File: src/rtl/rv32_bus_arbiter_if.sv
// Fetch port, load/store port and shared memory bus of the RV32 bus arbiter.
// The arbiter takes the slave view; the core and the memory take the master view.
interface rv32_bus_arbiter_if;
  logic        instr_read_in;
  logic [31:0] instr_address_in;
  logic [31:0] instr_read_value_out;
  logic        instr_ready_out;
  logic        instr_fault_out;

  logic        data_read_in;
  logic        data_write_in;
  logic [3:0]  data_write_mask_in;
  logic [31:0] data_address_in;
  logic [31:0] data_write_value_in;
  logic [31:0] data_read_value_out;
  logic        data_ready_out;
  logic        data_fault_out;

  logic        mem_valid_out;
  logic        mem_write_out;
  logic [3:0]  mem_write_mask_out;
  logic [31:0] mem_address_out;
  logic [31:0] mem_write_value_out;
  logic        mem_ready_in;
  logic [31:0] mem_read_value_in;

  modport slave (
    input  instr_read_in, instr_address_in,
    output instr_read_value_out, instr_ready_out, instr_fault_out,
    input  data_read_in, data_write_in, data_write_mask_in, data_address_in, data_write_value_in,
    output data_read_value_out, data_ready_out, data_fault_out,
    output mem_valid_out, mem_write_out, mem_write_mask_out, mem_address_out, mem_write_value_out,
    input  mem_ready_in, mem_read_value_in
  );

  modport master (
    output instr_read_in, instr_address_in,
    input  instr_read_value_out, instr_ready_out, instr_fault_out,
    output data_read_in, data_write_in, data_write_mask_in, data_address_in, data_write_value_in,
    input  data_read_value_out, data_ready_out, data_fault_out,
    input  mem_valid_out, mem_write_out, mem_write_mask_out, mem_address_out, mem_write_value_out,
    output mem_ready_in, mem_read_value_in
  );
endinterface

File: src/rtl/rv32_bus_arbiter.sv
// Round-robin arbiter merging fetch and load/store requests onto one memory bus;
// an access with no mem_ready_in for TIMEOUT_CYCLES busy cycles completes with a fault.
module rv32_bus_arbiter #(
  parameter int unsigned TIMEOUT_CYCLES = 255
) (
  input logic               clk,
  input logic               reset,
  rv32_bus_arbiter_if.slave bus
);

  localparam logic [1:0]  ST_IDLE      = 2'd0;
  localparam logic [1:0]  ST_BUSY      = 2'd1;
  localparam logic [1:0]  ST_DONE      = 2'd2;
  localparam logic        OWN_INSTR    = 1'b0;
  localparam logic        OWN_DATA     = 1'b1;
  localparam logic [15:0] TIMEOUT_LAST = 16'(TIMEOUT_CYCLES - 1);

  logic [1:0]  state;
  logic        owner;
  logic        last_grant;
  logic [15:0] tmo_cnt;
  logic        cmd_write;
  logic [3:0]  cmd_mask;
  logic [31:0] cmd_address;
  logic [31:0] cmd_write_value;
  logic [31:0] instr_value;
  logic [31:0] data_value;
  logic        resp_fault;

  logic instr_req;
  logic data_req;
  logic data_is_write;
  logic grant_data;
  logic busy;
  logic done;
  logic finish;
  logic [31:0] resp_value;

  assign instr_req     = bus.instr_read_in;
  assign data_is_write = bus.data_write_in;
  assign data_req      = bus.data_read_in | bus.data_write_in;
  // On a tie the side that did not win the previous grant goes first.
  assign grant_data    = data_req & (~instr_req | (last_grant == OWN_INSTR));

  assign busy       = (state == ST_BUSY);
  assign done       = (state == ST_DONE);
  assign finish     = bus.mem_ready_in | (tmo_cnt == TIMEOUT_LAST);
  assign resp_value = bus.mem_ready_in ? bus.mem_read_value_in : 32'h0;

  always_ff @(posedge clk or negedge reset) begin
    if (!reset) begin
      state           <= ST_IDLE;
      owner           <= OWN_INSTR;
      last_grant      <= OWN_INSTR;
      tmo_cnt         <= 16'h0;
      cmd_write       <= 1'b0;
      cmd_mask        <= 4'h0;
      cmd_address     <= 32'h0;
      cmd_write_value <= 32'h0;
      instr_value     <= 32'h0;
      data_value      <= 32'h0;
      resp_fault      <= 1'b0;
    end else begin
      case (state)
        ST_IDLE: begin
          if (instr_req | data_req) begin
            state      <= ST_BUSY;
            tmo_cnt    <= 16'h0;
            owner      <= grant_data ? OWN_DATA : OWN_INSTR;
            last_grant <= grant_data ? OWN_DATA : OWN_INSTR;
            if (grant_data) begin
              cmd_write       <= data_is_write;
              cmd_mask        <= data_is_write ? bus.data_write_mask_in : 4'h0;
              cmd_address     <= bus.data_address_in;
              cmd_write_value <= bus.data_write_value_in;
            end else begin
              cmd_write       <= 1'b0;
              cmd_mask        <= 4'h0;
              cmd_address     <= bus.instr_address_in;
              cmd_write_value <= 32'h0;
            end
          end
        end
        ST_BUSY: begin
          if (finish) begin
            // A real completion wins over a timeout landing on the same cycle.
            state      <= ST_DONE;
            tmo_cnt    <= 16'h0;
            resp_fault <= ~bus.mem_ready_in;
            if (owner == OWN_DATA) begin
              data_value <= resp_value;
            end else begin
              instr_value <= resp_value;
            end
          end else begin
            tmo_cnt <= tmo_cnt + 16'd1;
          end
        end
        ST_DONE: state <= ST_IDLE;
        default: state <= ST_IDLE;
      endcase
    end
  end

  // Command outputs are gated by busy so an asynchronous reset clears them at once.
  assign bus.mem_valid_out       = busy;
  assign bus.mem_write_out       = busy & cmd_write;
  assign bus.mem_write_mask_out  = busy ? cmd_mask : 4'h0;
  assign bus.mem_address_out     = busy ? cmd_address : 32'h0;
  assign bus.mem_write_value_out = busy ? cmd_write_value : 32'h0;

  assign bus.instr_ready_out      = done & (owner == OWN_INSTR);
  assign bus.instr_fault_out      = done & (owner == OWN_INSTR) & resp_fault;
  assign bus.instr_read_value_out = instr_value;
  assign bus.data_ready_out       = done & (owner == OWN_DATA);
  assign bus.data_fault_out       = done & (owner == OWN_DATA) & resp_fault;
  assign bus.data_read_value_out  = data_value;

endmodule

File: src/flat_wrapper.sv
// flat-port wrapper written by rule: the top's interface ports become plain ports
module rv32_bus_arbiter_flat 
#(
  parameter int unsigned TIMEOUT_CYCLES = 255
)
  (clk, reset, bus_instr_read_in, bus_instr_address_in, bus_instr_read_value_out, bus_instr_ready_out, bus_instr_fault_out, bus_data_read_in, bus_data_write_in, bus_data_write_mask_in, bus_data_address_in, bus_data_write_value_in, bus_data_read_value_out, bus_data_ready_out, bus_data_fault_out, bus_mem_valid_out, bus_mem_write_out, bus_mem_write_mask_out, bus_mem_address_out, bus_mem_write_value_out, bus_mem_ready_in, bus_mem_read_value_in);
  rv32_bus_arbiter_if bus_i ();
  input logic clk;
  input logic reset;
  input wire logic [$bits(bus_i.instr_read_in)-1:0] bus_instr_read_in;
  input wire logic [$bits(bus_i.instr_address_in)-1:0] bus_instr_address_in;
  output wire logic [$bits(bus_i.instr_read_value_out)-1:0] bus_instr_read_value_out;
  output wire logic [$bits(bus_i.instr_ready_out)-1:0] bus_instr_ready_out;
  output wire logic [$bits(bus_i.instr_fault_out)-1:0] bus_instr_fault_out;
  input wire logic [$bits(bus_i.data_read_in)-1:0] bus_data_read_in;
  input wire logic [$bits(bus_i.data_write_in)-1:0] bus_data_write_in;
  input wire logic [$bits(bus_i.data_write_mask_in)-1:0] bus_data_write_mask_in;
  input wire logic [$bits(bus_i.data_address_in)-1:0] bus_data_address_in;
  input wire logic [$bits(bus_i.data_write_value_in)-1:0] bus_data_write_value_in;
  output wire logic [$bits(bus_i.data_read_value_out)-1:0] bus_data_read_value_out;
  output wire logic [$bits(bus_i.data_ready_out)-1:0] bus_data_ready_out;
  output wire logic [$bits(bus_i.data_fault_out)-1:0] bus_data_fault_out;
  output wire logic [$bits(bus_i.mem_valid_out)-1:0] bus_mem_valid_out;
  output wire logic [$bits(bus_i.mem_write_out)-1:0] bus_mem_write_out;
  output wire logic [$bits(bus_i.mem_write_mask_out)-1:0] bus_mem_write_mask_out;
  output wire logic [$bits(bus_i.mem_address_out)-1:0] bus_mem_address_out;
  output wire logic [$bits(bus_i.mem_write_value_out)-1:0] bus_mem_write_value_out;
  input wire logic [$bits(bus_i.mem_ready_in)-1:0] bus_mem_ready_in;
  input wire logic [$bits(bus_i.mem_read_value_in)-1:0] bus_mem_read_value_in;
  assign bus_i.instr_read_in = bus_instr_read_in;
  assign bus_i.instr_address_in = bus_instr_address_in;
  assign bus_instr_read_value_out = bus_i.instr_read_value_out;
  assign bus_instr_ready_out = bus_i.instr_ready_out;
  assign bus_instr_fault_out = bus_i.instr_fault_out;
  assign bus_i.data_read_in = bus_data_read_in;
  assign bus_i.data_write_in = bus_data_write_in;
  assign bus_i.data_write_mask_in = bus_data_write_mask_in;
  assign bus_i.data_address_in = bus_data_address_in;
  assign bus_i.data_write_value_in = bus_data_write_value_in;
  assign bus_data_read_value_out = bus_i.data_read_value_out;
  assign bus_data_ready_out = bus_i.data_ready_out;
  assign bus_data_fault_out = bus_i.data_fault_out;
  assign bus_mem_valid_out = bus_i.mem_valid_out;
  assign bus_mem_write_out = bus_i.mem_write_out;
  assign bus_mem_write_mask_out = bus_i.mem_write_mask_out;
  assign bus_mem_address_out = bus_i.mem_address_out;
  assign bus_mem_write_value_out = bus_i.mem_write_value_out;
  assign bus_i.mem_ready_in = bus_mem_ready_in;
  assign bus_i.mem_read_value_in = bus_mem_read_value_in;
  rv32_bus_arbiter #(.TIMEOUT_CYCLES(TIMEOUT_CYCLES)) u_core (.clk(clk), .reset(reset), .bus(bus_i));
endmodule
File: config.mk
export PLATFORM = sky130hd
export DESIGN_NAME = rv32_bus_arbiter_flat
export DESIGN_NICKNAME = d
export VERILOG_FILES = /design/src/rtl/rv32_bus_arbiter_if.sv /design/src/rtl/rv32_bus_arbiter.sv /design/src/flat_wrapper.sv
export SDC_FILE = /design/constraint.sdc
export NUM_CORES = 1
export LEC_CHECK = 0
export ABC_AREA = 0
export CAP_MARGIN = 20
export CORE_ASPECT_RATIO = 0.6
export CORE_MARGIN = 3
export CORE_UTILIZATION = 40
export CTS_BUF_LIST = sky130_fd_sc_hd__clkbuf_8
export DETAILED_ROUTE_END_ITERATION = 8
export PLACE_DENSITY = 0.74
export SYNTH_ARGS = -nofsm -noshare
export SYNTH_HDL_FRONTEND = slang
export SYNTH_SLANG_ARGS = --single-unit
File: constraint.sdc
create_clock -name clk -period 2.45 [get_ports clk]
set_input_delay 0.245 -clock clk [delete_from_list [all_inputs] [get_ports clk]]
set_output_delay 0.245 -clock clk [all_outputs]
set_load 0.005 [all_outputs]
==> metrics <==
outcome=complete, no violations; H-Tree Level Count=4; Routed Wire Length=20.4 mm; GPL Wtd Cong=around 0.9; total die area=18900 µm²; Starting Density=0.416; final hold violations=0; switching part of the total power=0.344; CTS Buf Count=17; FMAX=approximately 0.44 GHz; power density over cell area=about 1100 nW/µm²; Power, Total=about 11 mW; VDD IR max=0.493 mV; setup TNS=0 ns; RSZ-0062 raised after global routing=false; first-pass GRT wire length=roughly 32 mm; Syn Nets=756; Syn Area/Cell=approximately 11 µm²; combinational power share=0.458; sequential share of power=0.372; initial antenna violation count=0; input/output buffers=275; EDFF count, synth=0; worst path arrival time=2.03 ns; Post-synth top flop=dfrtp_1; first drt pass iteration count=4; clock tree from TritonCTS=done; Area Overhead vs Synth=49.0%; Internal Power=~7.4 mW; Core Box Area=16600 µm²; remaining global-route overflow=0; P_sw=around 4 mW; CP Capture Type=output port; register area share after synthesis=0.555; Tmin final=between 2 and 2.5 ns; Initial DRC Count=between 400 and 500; CTS root buffer=clkbuf_8; CTS Buffer Depth=2; final non-filler cell total=1110; post-DP HPWL=approximately 15 mm; Final Skew=0.0170 ns; worst slew pin tran=slightly below 0.7 ns; Syn Inst Count=slightly above 600; Ys Warns=0; maxcap violations=0; Inst Count DP=between 1000 and 1500; asr flop ratio synth=1.00; CP max stage delay=between 0.5 and 0.6 ns; clk slew on worst S/H paths=roughly 0.1 ns; clk sinks=between 150 and 200; worst hold path type=in -> async; site row count=36; ANT cells=0; mapped cell area=6900 µm²; Die Y=108 µm; Final setup viols=0; CP Cell Sequence=nor2b_4 > buf_8 > and2_1 > clkdlybuf4s50_1; detail-routed via count per cell=roughly 5.3; Top Ports=276; #FFs+latches synth=~150; vias in the first global route=6094; crit-path max FO=33; CP max stage cell=clkdlybuf4s50_1; Tcrit/Tclk final=0.928; vias=a little under 6000; largest net degree at the start of global routing=74; clock power share=0.170; ANT nets after route=0; Netlist cell types=42; DRC viols=0; Crit Path Category=reg -> out; Post-layout nets=1009; worst endpoint required time=2.20 ns; layout cell share with drive strength beyond 1=0.0726; Pleak=around 4.3 nW; Slew HR=0.549; Setup crit start kind=flip-flop; DR WL/cell=roughly 18 µm; Post-CTS Repair Setup Buffers=0; Total Routing Usage GR=0.213; Die Wd=176 µm; Slew Limit Fails=0; worst-skew pair later-pin latency=roughly 0.44 ns
[layout make-up]
| class | count | area [µm²] |
|---|---|---|
| inverters | 3 | 11.3 |
| repair buffers | 292 | 2950 |
| fillers | 1340 | 6290 |
| clock inverters | 14 | 154 |
| well taps | 228 | 285 |
| clock buffers | 18 | 248 |
| multi-input cells | 402 | 2800 |
| flip-flops and latches | 153 | 3830 |
[per-stage QoR]
| step | instance area, µm² | worst slack (ns) | util | hold slack (ns) |
|---|---|---|---|---|
| 2_1_floorplan | 6900 | 0.798 | - | -0.0506 |
| 3_3_place_gp | 9860 | 0.427 | 0.595 | 0.246 |
| 3_5_place_dp | 9860 | 0.384 | 0.595 | 0.254 |
| 4_1_cts | 10300 | 0.0568 | 0.620 | 0.346 |
| 5_1_grt | 10300 | 0.0400 | 0.621 | 0.382 |
| 6_report | 10300 | 0.177 | 0.621 | 0.349 |
[final timing paths]
path / from / end / slack (ns) / depth (start not counted)
hold reg to reg: u_core.cmd_address[3] / u_core.cmd_address[3] / 0.48 / 2
max in group asynchronous: reset / u_core.bus.instr_read_value_out[12] / 1.29 / 3
setup / recovery: u_core.state[1] / bus_mem_address_out[11] / 0.18 / 4
hold / removal: reset / u_core.bus.data_read_value_out[3] / 0.35 / 2
setup reg to reg: u_core.tmo_cnt[0] / u_core.bus.data_read_value_out[1] / 0.37 / 6
min in group clk: bus_mem_read_value_in[24] / u_core.bus.instr_read_value_out[24] / 0.39 / 3
[routing by layer]
metal  part of all wire  GRT usage
met5                  0          0
met2               0.48      0.347
met1               0.43      0.282
met4             0.0093     0.0418
met3              0.080     0.0687
[logic make-up (layout without fill, tap and decap cells)]
group                    count (synthesis)  count (layout)  synth area share
multiplexers                            32              32            0.0464
AO/OA/AOI/OAI                          170             170             0.195
adder cells (fa/ha/maj)                  2               2           0.00363
XOR/XNOR                                 1               1           0.00127
flip-flops                             153             153             0.555
buffers and inverters                   61             327            0.0435
AND/OR/NAND/NOR                        197             197             0.156
[layout by cell type, fill, tap and decap left out, drive strengths merged, types with 2 or more instances in the layout]
master         Yosys  final
a21oi              3      3
a22o              33     33
a31oi             20     20
a32o              36     36
a41oi              3      3
and2              73     73
and3               5      5
and4               3      3
buf               33     17
clkbuf            25     18
clkdlybuf4s50      0    274
clkinv             0      4
dfrtp            153    153
ha                 2      2
inv                3     11
mux2i             32     32
nand2             73     73
nand3             16     16
nand3b             2      2
nand4              6      6
nor2               3      3
nor3               4      4
nor3b              2      2
nor4               2      2
o211ai             3      3
o21ai             36     36
o22ai              2      2
o2bb2ai           32     32
or3                2      2
[cell usage after synthesis, types with 2 or more instances]
cell type    n  area share
nand3_1     15       0.011
or3_1        2      0.0018
clkbuf_1    25       0.014
ha_1         2      0.0036
inv_1        3      0.0016
nand2_1     73       0.040
a22o_1      33       0.042
o2bb2ai_1   32       0.041
a32o_1      36       0.052
buf_6        3      0.0049
nor4_1       2      0.0018
and4_1       3      0.0038
a41oi_1      3      0.0038
buf_4        6      0.0065
buf_2       21       0.015
nor2_1       3      0.0016
a31oi_1     20       0.018
buf_1        3      0.0016
nor3b_1      2      0.0022
o211ai_1     3      0.0033
and3_1       5      0.0045
mux2i_1     32       0.046
dfrtp_1    153        0.55
nor3_1       4      0.0029
and2_1      73       0.066
a21oi_1      3      0.0022
o22ai_1      2      0.0018
o21ai_0     35       0.025
nand4_1      6      0.0054
[registers in the layout, indices dropped and copies added, names as in the netlist]
signal	count
u_core.bus.instr_read_value_out	32
u_core.tmo_cnt	16
u_core.owner	1
u_core.cmd_address	32
u_core.bus.data_read_value_out	32
u_core.state	2
u_core.cmd_write_value	32
u_core.cmd_write	1
u_core.cmd_mask	4
u_core.resp_fault	1
[what timing repair did]
| action | 4_1_cts | 5_1_grt |
|---|---|---|
| endpoints found under the setup margin | 3 | 11 |
| hold buffers | 1 | 0 |
| hold endpoints to repair | 58 | 0 |
| gates cloned | 0 | 0 |
| resized for setup | 1 | 3 |
[power by group through the flow]
| stage | clock network (mW) | registers, mW | logic [mW] |
|---|---|---|---|
| CTS | 1.99 | 4.22 | 5.27 |
| detailed placement | 0 | 4.25 | 5.24 |
| global placement | 0 | 4.19 | 5.10 |
| finish | 1.93 | 4.22 | 5.20 |
| global route | 2.10 | 4.35 | 5.66 |
| floorplan | 0 | 4.11 | 2.48 |
[worst max-delay path, delay by kind of cell, from the launching register on]
kind | cells | cell delay [ns]
buffers and inverters | 2 | 0.74
DFF | 1 | 0.48
and+or+nand+nor | 2 | 0.37
Power figures use the tool's default switching activity.
==> patch 1 (same settings) <==
Make the reset (`reset`) synchronous in one clocked block. Comments in the files are not updated.
--- a/src/rtl/rv32_bus_arbiter.sv
+++ b/src/rtl/rv32_bus_arbiter.sv
@@ -49,3 +49,3 @@
 
-  always_ff @(posedge clk or negedge reset) begin
+  always_ff @(posedge clk) begin
     if (!reset) begin
Check against the original RTL: differs if reset is asserted again (counterexample within 4 cycles, from zero or initial values and one cycle with reset low); with reset held inactive, the same outputs for 4 cycles.
==> patch 1 against the unedited design <==
  * Non-clock buffer count grew 1
  * Critical path type unchanged
  * Sequential cell count is the same
  * Final area grew 2.7%
  * Wire length grew 9.9%
  * Area after synthesis grew 4.1%
  * Worst setup slack lost 0.013 ns
Power is not compared: it rests on default switching activity, and its combinational part moved more than twofold at a synthesized area within 25%.
==> patch 1: results <==
[worst_hold_path]
hp-class = "input port to flop"
min_delay_worst_endpoint = "u_core.bus.instr_read_value_out[1]$_SDFFE_PN0P_"

[power]
leakage_nw = 4.20
switching_share = 0.289
p_seq_w = 0.00272
total_power_w = 0.00595

[clock_network]
cts_max_path_buffers = 2
cts_hold_buffers = 0
clock_latency_ns = 0.44
path_clk_slew_ns = 0.09
ctsRootBufferMaster = "clkbuf_8"
numCtsBuffers = 17
h-tree-depth = 4

[synthesis]
synth_common_cells = "153 x dfxtp_1, 106 x and2_1, 75 x nand2_1"
synth_async_sr_flop_share = 0
synth_ff_type = "dfxtp_1"
synth_edf_count = 0
synth_nets = 976
seq_area_frac_synth = 0.426
avgSynthCellArea_um2 = 8.59
synthDistinctLibCells = 49
yosys-top-cells-area = "dfxtp_1 43%, and2_1 9.2%, mux2i_1 4.7%"

[drt]
drtIter0Drc = 555
wl_per_cell_um = 17.0
via_count = 6882
first_pass_iters = 5
avgViaCountPerCell = 5.22

[worst_setup_path]
ff2ff_setup_slack_ns = 0.59
crit_path_max_fanout = 35
rr_endpoint = "u_core.tmo_cnt[11]$_SDFFE_PN0P_"
ff2ff_path_depth = 7
r2r-start = "u_core.tmo_cnt[0]$_SDFFE_PN0P_"

[grt]
grt_pass1_vias = 6541
grt_max_degree = 97
grt_usage = 0.220
grt_first_pass_wirelength_mm = 34.3

[sta]
relSlewSlack = 0.423
holdWs_ns = 0.230
fin_skew_ns = 0.0225

[placement]
gp_congestion = 0.906
placed_cells = 1286
place_hpwl_mm = 15.3
placed_area_um2 = 10100
place_ws_ns = 0.337

[finish]
nNetsFinal = 1212
drive_above_1_share = 0.0600
antenna_cells = 0

[flow_run]
cap_violations = 0

[status]
status = "finished, final reports clean"
[patch 1: kinds of logic (layout without fill, tap and decap cells)]
group           Yosys count  count (layout)  synth area share
simple gates            330             330             0.255
buf+inv                  82             330            0.0498
fa+ha+maj                 2               2           0.00348
flops                   153             153             0.426
compound gates          232             232             0.214
mux                      34              34            0.0474
xor+xnor                  3               3           0.00366
[patch 1: worst max-delay path: stages, from the launching register on]
cell and delay [ns]:
dfxtp_2 0.44, nand2b_2 0.13, inv_2 0.14, buf_12 0.20, and2_1 0.15, clkdlybuf4s50_1 0.54
[patch 1: worst max path at each step]
| stage | from | to | slack [ns] |
|---|---|---|---|
| after floorplan | u_core.tmo_cnt[1]$_SDFFE_PN0P_ | u_core.bus.data_read_value_out[22]$_SDFFE_PN0P_ | 0.84 |
| after global placement | bus_data_write_in | u_core.cmd_address[1]$_SDFFE_PN0P_ | 0.39 |
| after detailed placement | bus_data_read_in | u_core.cmd_address[18]$_SDFFE_PN0P_ | 0.34 |
| after CTS | u_core.state[0]$_SDFFE_PN0P_ | bus_mem_address_out[0] | 0.03 |
| after global routing | u_core.state[0]$_SDFFE_PN0P_ | bus_mem_address_out[0] | 0.06 |
| final | u_core.state[0]$_SDFFE_PN0P_ | bus_mem_address_out[25] | 0.16 |
[patch 1: area by class of cell]
cell class	count	area [µm²]
well taps	234	293
repair buffers	293	2980
fillers	1499	6800
flip-flops and latches	153	3070
multi-input cells	601	3810
clock buffers	17	234
clock inverters	14	163
inverters	6	22.5
[patch 1: routing by layer]
layer  vias up  global-route usage  wire length, µm
met4         0              0.0667              326
met2       213               0.326             9740
met3        24              0.0832             2120
li1       3444                   -                -
met5         -                   0                0
met1      3201               0.296            10200
==> patch 2 (config.mk and constraints unchanged) <==
Made on the original files. `TIMEOUT_CYCLES` is set to 255 in 2 places; all go to 191.
--- a/src/rtl/rv32_bus_arbiter.sv
+++ b/src/rtl/rv32_bus_arbiter.sv
@@ -3,3 +3,3 @@
 module rv32_bus_arbiter #(
-  parameter int unsigned TIMEOUT_CYCLES = 255
+  parameter int unsigned TIMEOUT_CYCLES = 191
 ) (
--- a/src/flat_wrapper.sv
+++ b/src/flat_wrapper.sv
@@ -3,3 +3,3 @@
 #(
-  parameter int unsigned TIMEOUT_CYCLES = 255
+  parameter int unsigned TIMEOUT_CYCLES = 191
 )
Behaviour: same outputs for any inputs over 4 cycles, from zero or initial values and one cycle with reset low; that may be too few to reach the edited logic, so the function may still have changed.
==> patch 2 against the unedited design <==
  * Fmax is 2.2% lower
  * Sequential cell count did not move
  * Total power rose by 1.4%
  * Cell count is 0.90% higher
  * Area after synthesis down 0.74%
  * Sequential power about the same
  * Hold slack worse by 0.070 ns
  * Worst setup slack got worse by 0.050 ns
  * Final area barely moved
  * Synthesized cell count is 0.16% higher
  * Wire length is 4.9% higher
  * Critical path depth rose by 1
  * Combinational power up 2%
  * Highest routed layer unchanged
==> patch 2: results <==
[status]
status = "finished, final reports clean"

[worst_setup_path]
rr_endpoint = "u_core.tmo_cnt[15]$_DFFE_PN0P_"
worstPathArrival_ns = 2.08
crit_path_max_fanout = 45
ff2ff_path_depth = 7

[power]
vdd_ir_drop_max_mv = 0.606
powerDensity_nw_per_um2 = 1120
leakage_nw = 4.28

[drt]
avgViaCountPerCell = 5.43
routed_wl_mm = 21.4
wl_met3_mm = 1.10
drt-met1-wl_mm = 9.49
first_pass_iters = 7
drtIter0Drc = 460

[finish]
buffers = 297
multiInputCombCellCount = 398
multiInputGateArea_um2 = 2750
fillers = 1321
sh_seq_area = 0.372
drive_above_1_share = 0.0695
nonClkBufAreaFrac = 0.290

[grt]
grtUsageMet2 = 0.365
grt_first_pass_wirelength_mm = 33.5
grt_usage = 0.223

[synthesis]
seq_area_frac_synth = 0.559
yosys-top-cells-area = "dfrtp_1 56%, and2_1 6.5%, a32o_1 5.3%"
synth-compound-area-share = 0.197
synth_common_cells = "153 x dfrtp_1, 76 x nand2_1, 71 x and2_1"
yosys.area_share.adder = 0.00365
synth_nets = 757

[placement]
placed_area_um2 = 9870
gp_congestion = 0.924
place_hpwl_mm = 15.8

[sta]
fmax_mhz = 430
fin_skew_ns = 0.0176
## patch 2: cell types whose count changed after synthesis, sizes merged, moves of 4 or more
cell	delta
nor4	+4
o21bai	+4
inv	+8
nand3	-7
a31oi	-5
or4	+4
buf	-6
## patch 2: power by group
group	leakage (nW)	internal [W]	switching, W
registers	1.94	0.00358	0.000631
logic	2.14	0.00300	0.00232
clock network	0.195	0.000928	0.00105
## patch 2: worst min path at each step
stage                                                          to  slack, ns  depth (start not counted)
global placement            u_core.cmd_write_value[7]$_DFFE_PN0P_       0.21                          1
global route                u_core.cmd_write_value[9]$_DFFE_PN0P_       0.30                          2
detailed placement          u_core.cmd_write_value[7]$_DFFE_PN0P_       0.21                          1
finish                      u_core.cmd_write_value[9]$_DFFE_PN0P_       0.28                          2
floorplan           u_core.bus.data_read_value_out[0]$_DFFE_PN0P_      -0.05                          0
CTS                         u_core.cmd_write_value[7]$_DFFE_PN0P_       0.29                          2
